$ cat src/rtl/coax_buffered_rx.sv
// coax_rx: Manchester word receiver; rx line in, active/data/strobe/error out, rst active-high
module coax_rx #(
  parameter int CLOCKS_PER_BIT = 8
) (
  input  logic       clk,
  input  logic       rst,
  input  logic       rx,
  output logic       active,
  output logic [9:0] data,
  output logic       strobe,
  output logic       error
);
  localparam int H = CLOCKS_PER_BIT / 2;
  localparam int CW = $clog2(CLOCKS_PER_BIT) + 1;
  localparam int RW = $clog2(2 * CLOCKS_PER_BIT) + 1;
  localparam logic [CW-1:0] S1 = CW'(H / 2);
  localparam logic [CW-1:0] S2 = CW'(H + H / 2);
  localparam logic [CW-1:0] MID = CW'(H + 1);
  localparam logic [CW-1:0] LAST = CW'(CLOCKS_PER_BIT - 1);
  localparam logic [CW-1:0] ONE = CW'(1);
  localparam logic [RW-1:0] VMIN = RW'(5 * H / 2);
  localparam logic [RW-1:0] VMAX = RW'(7 * H / 2);
  localparam logic [RW-1:0] RONE = RW'(1);
  typedef enum logic {HUNT, RECV} state_t;
  state_t state_q;
  logic [1:0] sync_q;
  logic prv_q, hv_q, h1_q, active_q, strobe_q, error_q;
  logic [RW-1:0] rl_q;
  logic [CW-1:0] cnt_q;
  logic [3:0] pos_q;
  logic [9:0] sr_q, data_q;
  logic cur, edg, in_v;
  assign cur = sync_q[1];
  assign edg = cur ^ prv_q;
  assign in_v = rl_q >= VMIN && rl_q < VMAX;
  assign active = active_q;
  assign data = data_q;
  assign strobe = strobe_q;
  assign error = error_q;
  always_ff @(posedge clk) begin
    sync_q <= {sync_q[0], rx};
    prv_q <= cur;
    rl_q <= edg ? RONE : (&rl_q ? rl_q : rl_q + RONE);
    strobe_q <= 1'b0;
    error_q <= 1'b0;
    if (rst) begin
      sync_q <= '0;
      prv_q <= 1'b0;
      rl_q <= '0;
      hv_q <= 1'b0;
      h1_q <= 1'b0;
      state_q <= HUNT;
      cnt_q <= '0;
      pos_q <= '0;
      sr_q <= '0;
      data_q <= '0;
      active_q <= 1'b0;
    end else if (state_q == HUNT) begin
      // start = a 1.5-bit high violation then a 1.5-bit low violation; the rising edge after it opens bit 0
      if (edg) hv_q <= !cur && in_v;
      if (edg && cur && hv_q && in_v) begin
        state_q <= RECV;
        active_q <= 1'b1;
        cnt_q <= ONE;
        pos_q <= '0;
      end
    end else begin
      cnt_q <= cnt_q == LAST ? '0 : cnt_q + ONE;
      // every bit has a mid-cell transition; lock the bit clock to it
      if (edg && cnt_q > S1 && cnt_q < S2) cnt_q <= MID;
      if (cnt_q == S1) h1_q <= cur;
      if (cnt_q == S2) begin
        if (cur == h1_q) begin
          error_q <= 1'b1;
          active_q <= 1'b0;
          hv_q <= 1'b0;
          state_q <= HUNT;
        end else if (pos_q == 4'd0) begin
          // sync bit: 1 = another word follows, 0 = end of frame
          pos_q <= h1_q ? 4'd1 : 4'd0;
          active_q <= h1_q;
          hv_q <= 1'b0;
          state_q <= h1_q ? RECV : HUNT;
        end else if (pos_q == 4'd11) begin
          pos_q <= '0;
          if (h1_q != ^sr_q) begin
            error_q <= 1'b1;
            active_q <= 1'b0;
            hv_q <= 1'b0;
            state_q <= HUNT;
          end else begin
            data_q <= sr_q;
            strobe_q <= 1'b1;
          end
        end else begin
          sr_q <= {sr_q[8:0], h1_q};
          pos_q <= pos_q + 4'd1;
        end
      end
    end
  end
endmodule

// fifo_sync_ram: first-word-fall-through FIFO; wr/wdata in, rd pops, rdata/empty/full out, rst active-high
module fifo_sync_ram #(
  parameter int DEPTH = 256,
  parameter int WIDTH = 10
) (
  input  logic             clk,
  input  logic             rst,
  input  logic             wr,
  input  logic [WIDTH-1:0] wdata,
  input  logic             rd,
  output logic [WIDTH-1:0] rdata,
  output logic             empty,
  output logic             full
);
  localparam int AW = $clog2(DEPTH);
  logic [WIDTH-1:0] mem_q [DEPTH];
  logic [AW-1:0] wp_q, rp_q;
  logic [AW:0] cnt_q;
  logic wr_ok, rd_ok;
  assign empty = cnt_q == '0;
  assign full = cnt_q == (AW+1)'(DEPTH);
  // a write into a full FIFO is still taken when a pop frees the slot in the same cycle
  assign wr_ok = wr && (!full || rd);
  assign rd_ok = rd && !empty;
  assign rdata = mem_q[rp_q];
  always_ff @(posedge clk) begin
    if (wr_ok) mem_q[wp_q] <= wdata;
  end
  always_ff @(posedge clk) begin
    if (rst) begin
      wp_q <= '0;
      rp_q <= '0;
      cnt_q <= '0;
    end else begin
      wp_q <= wp_q + AW'(wr_ok);
      rp_q <= rp_q + AW'(rd_ok);
      cnt_q <= cnt_q + (AW+1)'(wr_ok) - (AW+1)'(rd_ok);
    end
  end
endmodule

// coax_buffered_rx: one coax frame into a FIFO; rx in, host pops data via read_strobe, empty/full/error/overflow/active out, reset active-low
module coax_buffered_rx #(
  parameter int CLOCKS_PER_BIT = 8,
  parameter int DEPTH = 256
) (
  input  logic       clk,
  input  logic       reset,
  input  logic       rx,
  output logic       active,
  output logic [9:0] data,
  input  logic       read_strobe,
  output logic       empty,
  output logic       full,
  output logic       error,
  output logic       overflow
);
  typedef enum logic [1:0] {IDLE, RECEIVING, ERROR} state_t;
  state_t state_q;
  logic error_q, overflow_q, flush_q;
  logic [9:0] rx_data;
  logic rx_strobe, rx_error;
  assign error = error_q;
  assign overflow = overflow_q;
  coax_rx #(.CLOCKS_PER_BIT(CLOCKS_PER_BIT)) u_rx (
    .clk(clk), .rst(!reset), .rx(rx), .active(active),
    .data(rx_data), .strobe(rx_strobe), .error(rx_error)
  );
  // flush drops the previous frame's unread words as a new frame starts
  fifo_sync_ram #(.DEPTH(DEPTH), .WIDTH(10)) u_fifo (
    .clk(clk), .rst(!reset || flush_q), .wr(rx_strobe && state_q == RECEIVING),
    .wdata(rx_data), .rd(read_strobe), .rdata(data), .empty(empty), .full(full)
  );
  always_ff @(posedge clk) begin
    flush_q <= 1'b0;
    if (!reset) begin
      state_q <= IDLE;
      error_q <= 1'b0;
      overflow_q <= 1'b0;
    end else begin
      unique case (state_q)
        IDLE: if (active) begin
          flush_q <= 1'b1;
          error_q <= 1'b0;
          overflow_q <= 1'b0;
          state_q <= RECEIVING;
        end
        RECEIVING: if (rx_error) begin
          error_q <= 1'b1;
          state_q <= ERROR;
        end else if (rx_strobe && full && !read_strobe) begin
          error_q <= 1'b1;
          overflow_q <= 1'b1;
          state_q <= ERROR;
        end else if (!active) state_q <= IDLE;
        ERROR: if (!active) state_q <= IDLE;
        default: state_q <= IDLE;
      endcase
    end
  end
endmodule

$ cat config.mk
export PLATFORM = sky130hd
export DESIGN_NAME = coax_buffered_rx
export DESIGN_NICKNAME = d
export VERILOG_FILES = /design/src/rtl/coax_buffered_rx.sv
export SDC_FILE = /design/constraint.sdc
export NUM_CORES = 2
export LEC_CHECK = 0
export ABC_AREA = 1
export CAP_MARGIN = 30
export CORE_MARGIN = 2
export CORE_UTILIZATION = 50
export DETAILED_ROUTE_END_ITERATION = 6
export GPL_ROUTABILITY_DRIVEN = 0
export PLACE_DENSITY_LB_ADDON = 0.2
export REMOVE_ABC_BUFFERS = 1
export SKIP_LAST_GASP = 1
export SLEW_MARGIN = 20
export SYNTH_ARGS = -nofsm -noshare
export SYNTH_HDL_FRONTEND = slang
export SYNTH_SLANG_ARGS = --single-unit
$ cat constraint.sdc
create_clock -name clk -period 5.67 [get_ports clk]
set_clock_uncertainty 0.05 [all_clocks]
set_input_delay 0.567 -clock clk [delete_from_list [all_inputs] [get_ports clk]]
set_output_delay 0.567 -clock clk [all_outputs]
set_load 0.02 [all_outputs]
Word level (Yosys, flattened, before mapping)

Memory sizes are Yosys's and may differ from the RTL's. A register that Yosys moved wholly into a read port is not among the register bits.
Index checks and enable logic that the tools add are counted.
Widths: inputs -> output; s select.

Flip-flop bits (word level): 72
Bits in writable memories: 2560
Bits of input ports: 4
Output and inout port bits: 15
Word-level logic and storage cells: 150
Memories kept: 1

$add $sub $neg: 7
Magnitude comparators: 4
Equality and inequality tests: 18
Muxes and demuxes: 52
Bitwise operators: 8
Reductions and logical operators: 39

Memory list:

| name         | depth | width | rd ports | clocked after memory_dff | write ports | RTL line | RTL |
|---|---|---|---|---|---|---|---|
| u_fifo.mem_q | 256   | 10    | 1        | 1                        | 1           | 119      | `logic [WIDTH-1:0] mem_q [DEPTH];` |

Operator list:

| cell                | number |
|---|---|
| $mux 4              | 10 |
| $mux 1              | 34 |
| $add 8x1->8         | 2 |
| $logic_and 1x1->1   | 12 |
| $reduce_and 4->1    | 3 |
| $reduce_and 5->1    | 2 |
| $reduce_xor 10->1   | 1 |
| $add 9x1->9         | 1 |
| $eq 9x9->1 const B  | 1 |
| $logic_not 9->1     | 1 |
| $reduce_and 3->1    | 3 |
| $sub 9x1->9         | 1 |
| $add 4x1->4 const B | 2 |
| $eq 4x3->1 const B  | 2 |
| $mux 2              | 4 |
| $mux 8              | 1 |
| $ne 4x4->1 const B  | 2 |
| $not 1->1           | 7 |
| $ne 2x1->1 const B  | 3 |
| $ne 2x2->1 const B  | 3 |
| $pmux 2 s3          | 1 |
| $reduce_and 6->1    | 1 |
| $reduce_bool 2->1   | 3 |
| $reduce_or 6->1     | 1 |
| 20 further kinds    | 27 |

Logic depth before layout (Yosys ltp)

Depth in word-level cells: 8
Depth in mapped cells: 19
Depth with buffers taken out: 19

By module

From an unflattened synthesis, not the netlist that was laid out.

Cells, all modules: 10273
Area total of the unflattened synthesis: 110958.9 µm²

By module, submodules not included:

| module           | times used | cells each | area each (µm²) | sequential area each (µm²) |
|---|---|---|---|---|
| fifo_sync_ram    | 1          | 9937       | 108632.9        | 77374.2 |
| coax_rx          | 1          | 304        | 2083.2          | 840.8 |
| coax_buffered_rx | 1          | 32         | 242.7           | 100.1 |

Least setup slack after synthesis

No wires, ideal clock.

Path type: reg-to-reg
From: register u_rx.data_q[0], in the netlist u_rx.data[0]
To: memory u_fifo.mem_q[0][0] (data pin)
Setup time: 0.856 ns
Data arrival time: 3.397 ns
Required time: 4.764 ns
Setup slack: 1.367 ns
Cell stages (with the launch flop): 1
Path buffers: 0
Period minus slack after synthesis: 4.303 ns
Cell sequence: dfxtp_1

RTL lines:

| element                  | RTL line | RTL |
|---|---|---|
| start: declaration       | 31       | `logic [9:0] sr_q, data_q;` |
| start signal: assignment | 92       | `data_q <= sr_q;` |
| end: declaration         | 119      |  |

Straight into the memory's write port.

==> impl_metrics.yaml <==
power_and_ir_drop:
  p_sw_w: 0.0116
  power_density_nw_per_um2: 372
  comb_power_share_pct: 12.6
  total_power_w: 0.0454
  power.clock.fraction_pct: 40.9
  switching_share_pct: 25.6
  p_int_w: 0.0338
  peakVddDrop_v: 0.000313
  power_leakage_nw: 49.2
  p_seq_share_pct: 46.4
floorplanning:
  start_util_pct: 50.1
  num_io_pins: 19
  die_w_um: 473
  coreArea_sq_um: 219000
  die_height_um: 473
  rows: 172
  die-area_sq_um: 223000
synthesis:
  yosys_most_used_dff: "edfxtp_1"
  yosys.area.top_type_share_pct: 70.0
  synth_cell_types: 32
  ys_async_sr_fraction_pct: 0
  avgSynthCellArea_sq_um: 10.9
  netlist_instances: 10000
  synthSimpleGateAreaFrac_pct: 18.1
  ys_ff_latch: 2632
  synth_xor_area_share_pct: 0.120
  syn_area_sq_um: 110000
  yosys-top-cells-count: "nand2_1, edfxtp_1, nor2_1"
  yosysMostFrequentCell: "nand2_1"
  synth_top_family_by_area: "simple AND/OR/NAND/NOR gates"
  yosys-top-cells-area: "edfxtp_1, nand2_1, nor2_1, nand3_1, o21ai_0"
  yosysWarnings: 0
  yosysSeqAreaShare_pct: 71.3
  synthMuxAreaShare_pct: 0
  synth_compound_area_share_pct: 5.43
  synth_top_area_cell: "edfxtp_1"
  synth-edff-count: 2560
  synthAdderAreaFrac_pct: 0.280
timing:
  setup_slack_ns: 0.260
  finalMaxSlewViolations: 0
  finalCriticalPeriod_ns: 5.41
  rsz0062_at_grt: "no"
  max_slew_margin_pct: 14.6
  fin_crit_sh_pct: 95.4
  worstMarginPinSlew_ns: 1.28
  max_freq_mhz: 185
  final-setup-viol-count: 0
  hold_viol: 0
critical_path:
  ff2ff_setup_slack_ns: 1.33
  crit_fanout: 105
  crit_slowest_cell: "dfxtp_4"
  worstReg2RegStart: "u_fifo.cnt_q[4]"
  path_common_cell: "nand2_1"
  cp.depth: 15
  start_kind: "register"
  timing.critical_path.buf_inv: 4
  arrival_ns: 4.79
  crit_required_ns: 5.05
  cp_slowest_stage_delay_ns: 0.62
  reg2reg_to: "u_fifo.mem_q[29][2]"
  crit_path_cell_trace: "clkinv_8, buf_12, nand2_1, nand2_1, nand2_1, o21ai_0, nand2_1, nand2_1, inv_1, nand2_1, a21oi_1, nand3_1, nand3_1, nand2_1, buf_12"
  reg2reg_depth: 12
  setup.worst_path.end_class: "output pin"
  path_class: "reg -> out"
  critical_path.startpoint: "u_fifo.rp_q[0]"
  crit_family: "buffers and inverters"
cts:
  clkLatencyLatePin_ns: 0.92
  htreeDepth: 5
  post_cts_resized: 0
  cts-root-buf: "clkbuf_16"
  ctsHoldBuffers: 0
  post_cts_buffers: 0
  cts_tree: "yes"
  cts_num_sinks: 2632
  clkTransAtPathRegs_ns: 0.06
  max-clock-path-buffers: 4
  cts_buffers: 291
global_routing:
  grt_usage_pct: 27.8
  grt_pass1_wl_um: 463000
  grt_max_degree: 197
  antenna_found_initial: 10
  grt_pass1_vias: 72200
  grt_overflow_total: 0
routing:
  wl_um: 315000
  drt_iter0_markers: 10800
  final_antenna_net_count: 0
  viasPerCell: 5.75
  firstDrtPassIters: 7
  vias: 74900
  wl_per_cell_um: 24.2
  drc: 0
placed_design:
  place_ws_ns: 1.06
  hpwl_um: 179000
  io_buffers: 18
  placed_cells: 12500
job:
  drv_cap: 0
min_path:
  hold_start: "rx"
  min_path_cells: 3
  hold_path_class: "in -> reg"
  hold_path_end: "u_rx.sync_q[0]"
outcome:
  status: "finished clean"
layout:
  fin_cells: 13000
  final_nets: 9964
  syn_to_final_growth_pct: 11.2
  layout-drive-gt1-share_pct: 6.09
how the worst max path moves through the flow:
stage          endpoint  slack, ns
2_1_floorplan   data[5]     -75.89
3_3_place_gp    data[8]       1.02
3_5_place_dp    data[8]       1.06
4_1_cts         data[8]       0.07
5_1_grt         data[8]       0.11
6_report        data[0]       0.26
through the flow:
stage                     hold WS (ns)  util [%]  area [sq um]  setup TNS (ns)
after floorplan                  0.340         -        107000         -901.68
after global placement           0.403      51.4        113000               0
after detailed placement         0.405      51.4        113000               0
after CTS                       0.0659      55.7        122000               0
after global routing             0.138      55.7        122000               0
final                            0.120      55.7        122000               0
metal layers:
layer | global-route usage [%] | wire length (um) | vias to the layer above
li1 | - | - | 33700
met4 | 10.2 | 11800 | 4
met1 | 39.6 | 128000 | 36500
met5 | 0 | 21 | -
met2 | 43.1 | 144000 | 4028
met3 | 4.61 | 30500 | 610
worst min-delay path, stage by stage:
cell and delay, ns:
clkdlybuf4s50_1 0.39, nand2_1 0.06, inv_1 0.03
cell usage in the layout (no fill, tap or decap), types with 3 or more instances in the layout:
| cell type | instances |
|---|---|
| clkbuf_1 | 51 |
| a31oi_1 | 7 |
| ha_1 | 23 |
| buf_8 | 7 |
| dfxtp_4 | 13 |
| o21ai_0 | 741 |
| nor2_1 | 1643 |
| nand3_1 | 749 |
| o211ai_1 | 123 |
| clkbuf_16 | 302 |
| o22ai_1 | 5 |
| nand4_1 | 8 |
| a21oi_1 | 167 |
| buf_4 | 110 |
| nand2_4 | 3 |
| nor3_1 | 15 |
| dfxtp_1 | 58 |
| bufinv_16 | 31 |
| xor2_1 | 7 |
| nand2_1 | 2568 |
| a211oi_1 | 4 |
| clkinv_4 | 3 |
| xnor2_1 | 8 |
| or2_2 | 13 |
| clkinv_1 | 64 |
| buf_12 | 50 |
| nor2_2 | 3 |
| nand2_2 | 14 |
| inv_6 | 4 |
| o21ai_1 | 70 |
| edfxtp_1 | 2560 |
| buf_16 | 4 |
| clkbuf_8 | 3 |
| inv_1 | 635 |
| clkinv_2 | 47 |
| diode_2 | 5 |
| clkdlybuf4s50_1 | 8 |
final cells by class:
class                      count  area (sq um)
timing repair buffer         180          2130
inverter                     652          2480
multi-input combinational   6179         26300
clock buffer                 356          7790
antenna                        5          12.5
fill                       18400         97000
sequential                  2632         78400
tap                         2871          3590
clock inverter               138          1430
registers in the layout, indices dropped and copies added, names as in the netlist, 2 cells and up:
signal and cells:
state_q 2, u_fifo.rp_q 8, u_rx.data 10, u_rx.rl_q 5
u_fifo.cnt_q 9, u_fifo.mem_q 2560, u_rx.sync_q 2, u_rx.cnt_q 4
u_fifo.wp_q 8, u_rx.pos_q 4, u_rx.sr_q 10
logic make-up (layout without fill, tap and decap cells):
group,after synthesis,in the layout
xor+xnor,15,15
fa+ha+maj,24,24
simple gates,5019,5019
compound gates,1121,1121
flops,2632,2632
other cells,0,5
buf+inv,1231,1326
power groups by stage:
stage	combinational (W)	sequential, W	clock (W)
3_5_place_dp	0.00562	0.0215	0
2_1_floorplan	0.00356	0.0218	0
3_3_place_gp	0.00562	0.0215	0
4_1_cts	0.00565	0.0211	0.0187
6_report	0.00574	0.0211	0.0186
5_1_grt	0.00629	0.0211	0.0195
(Power assumes the default switching activity.)
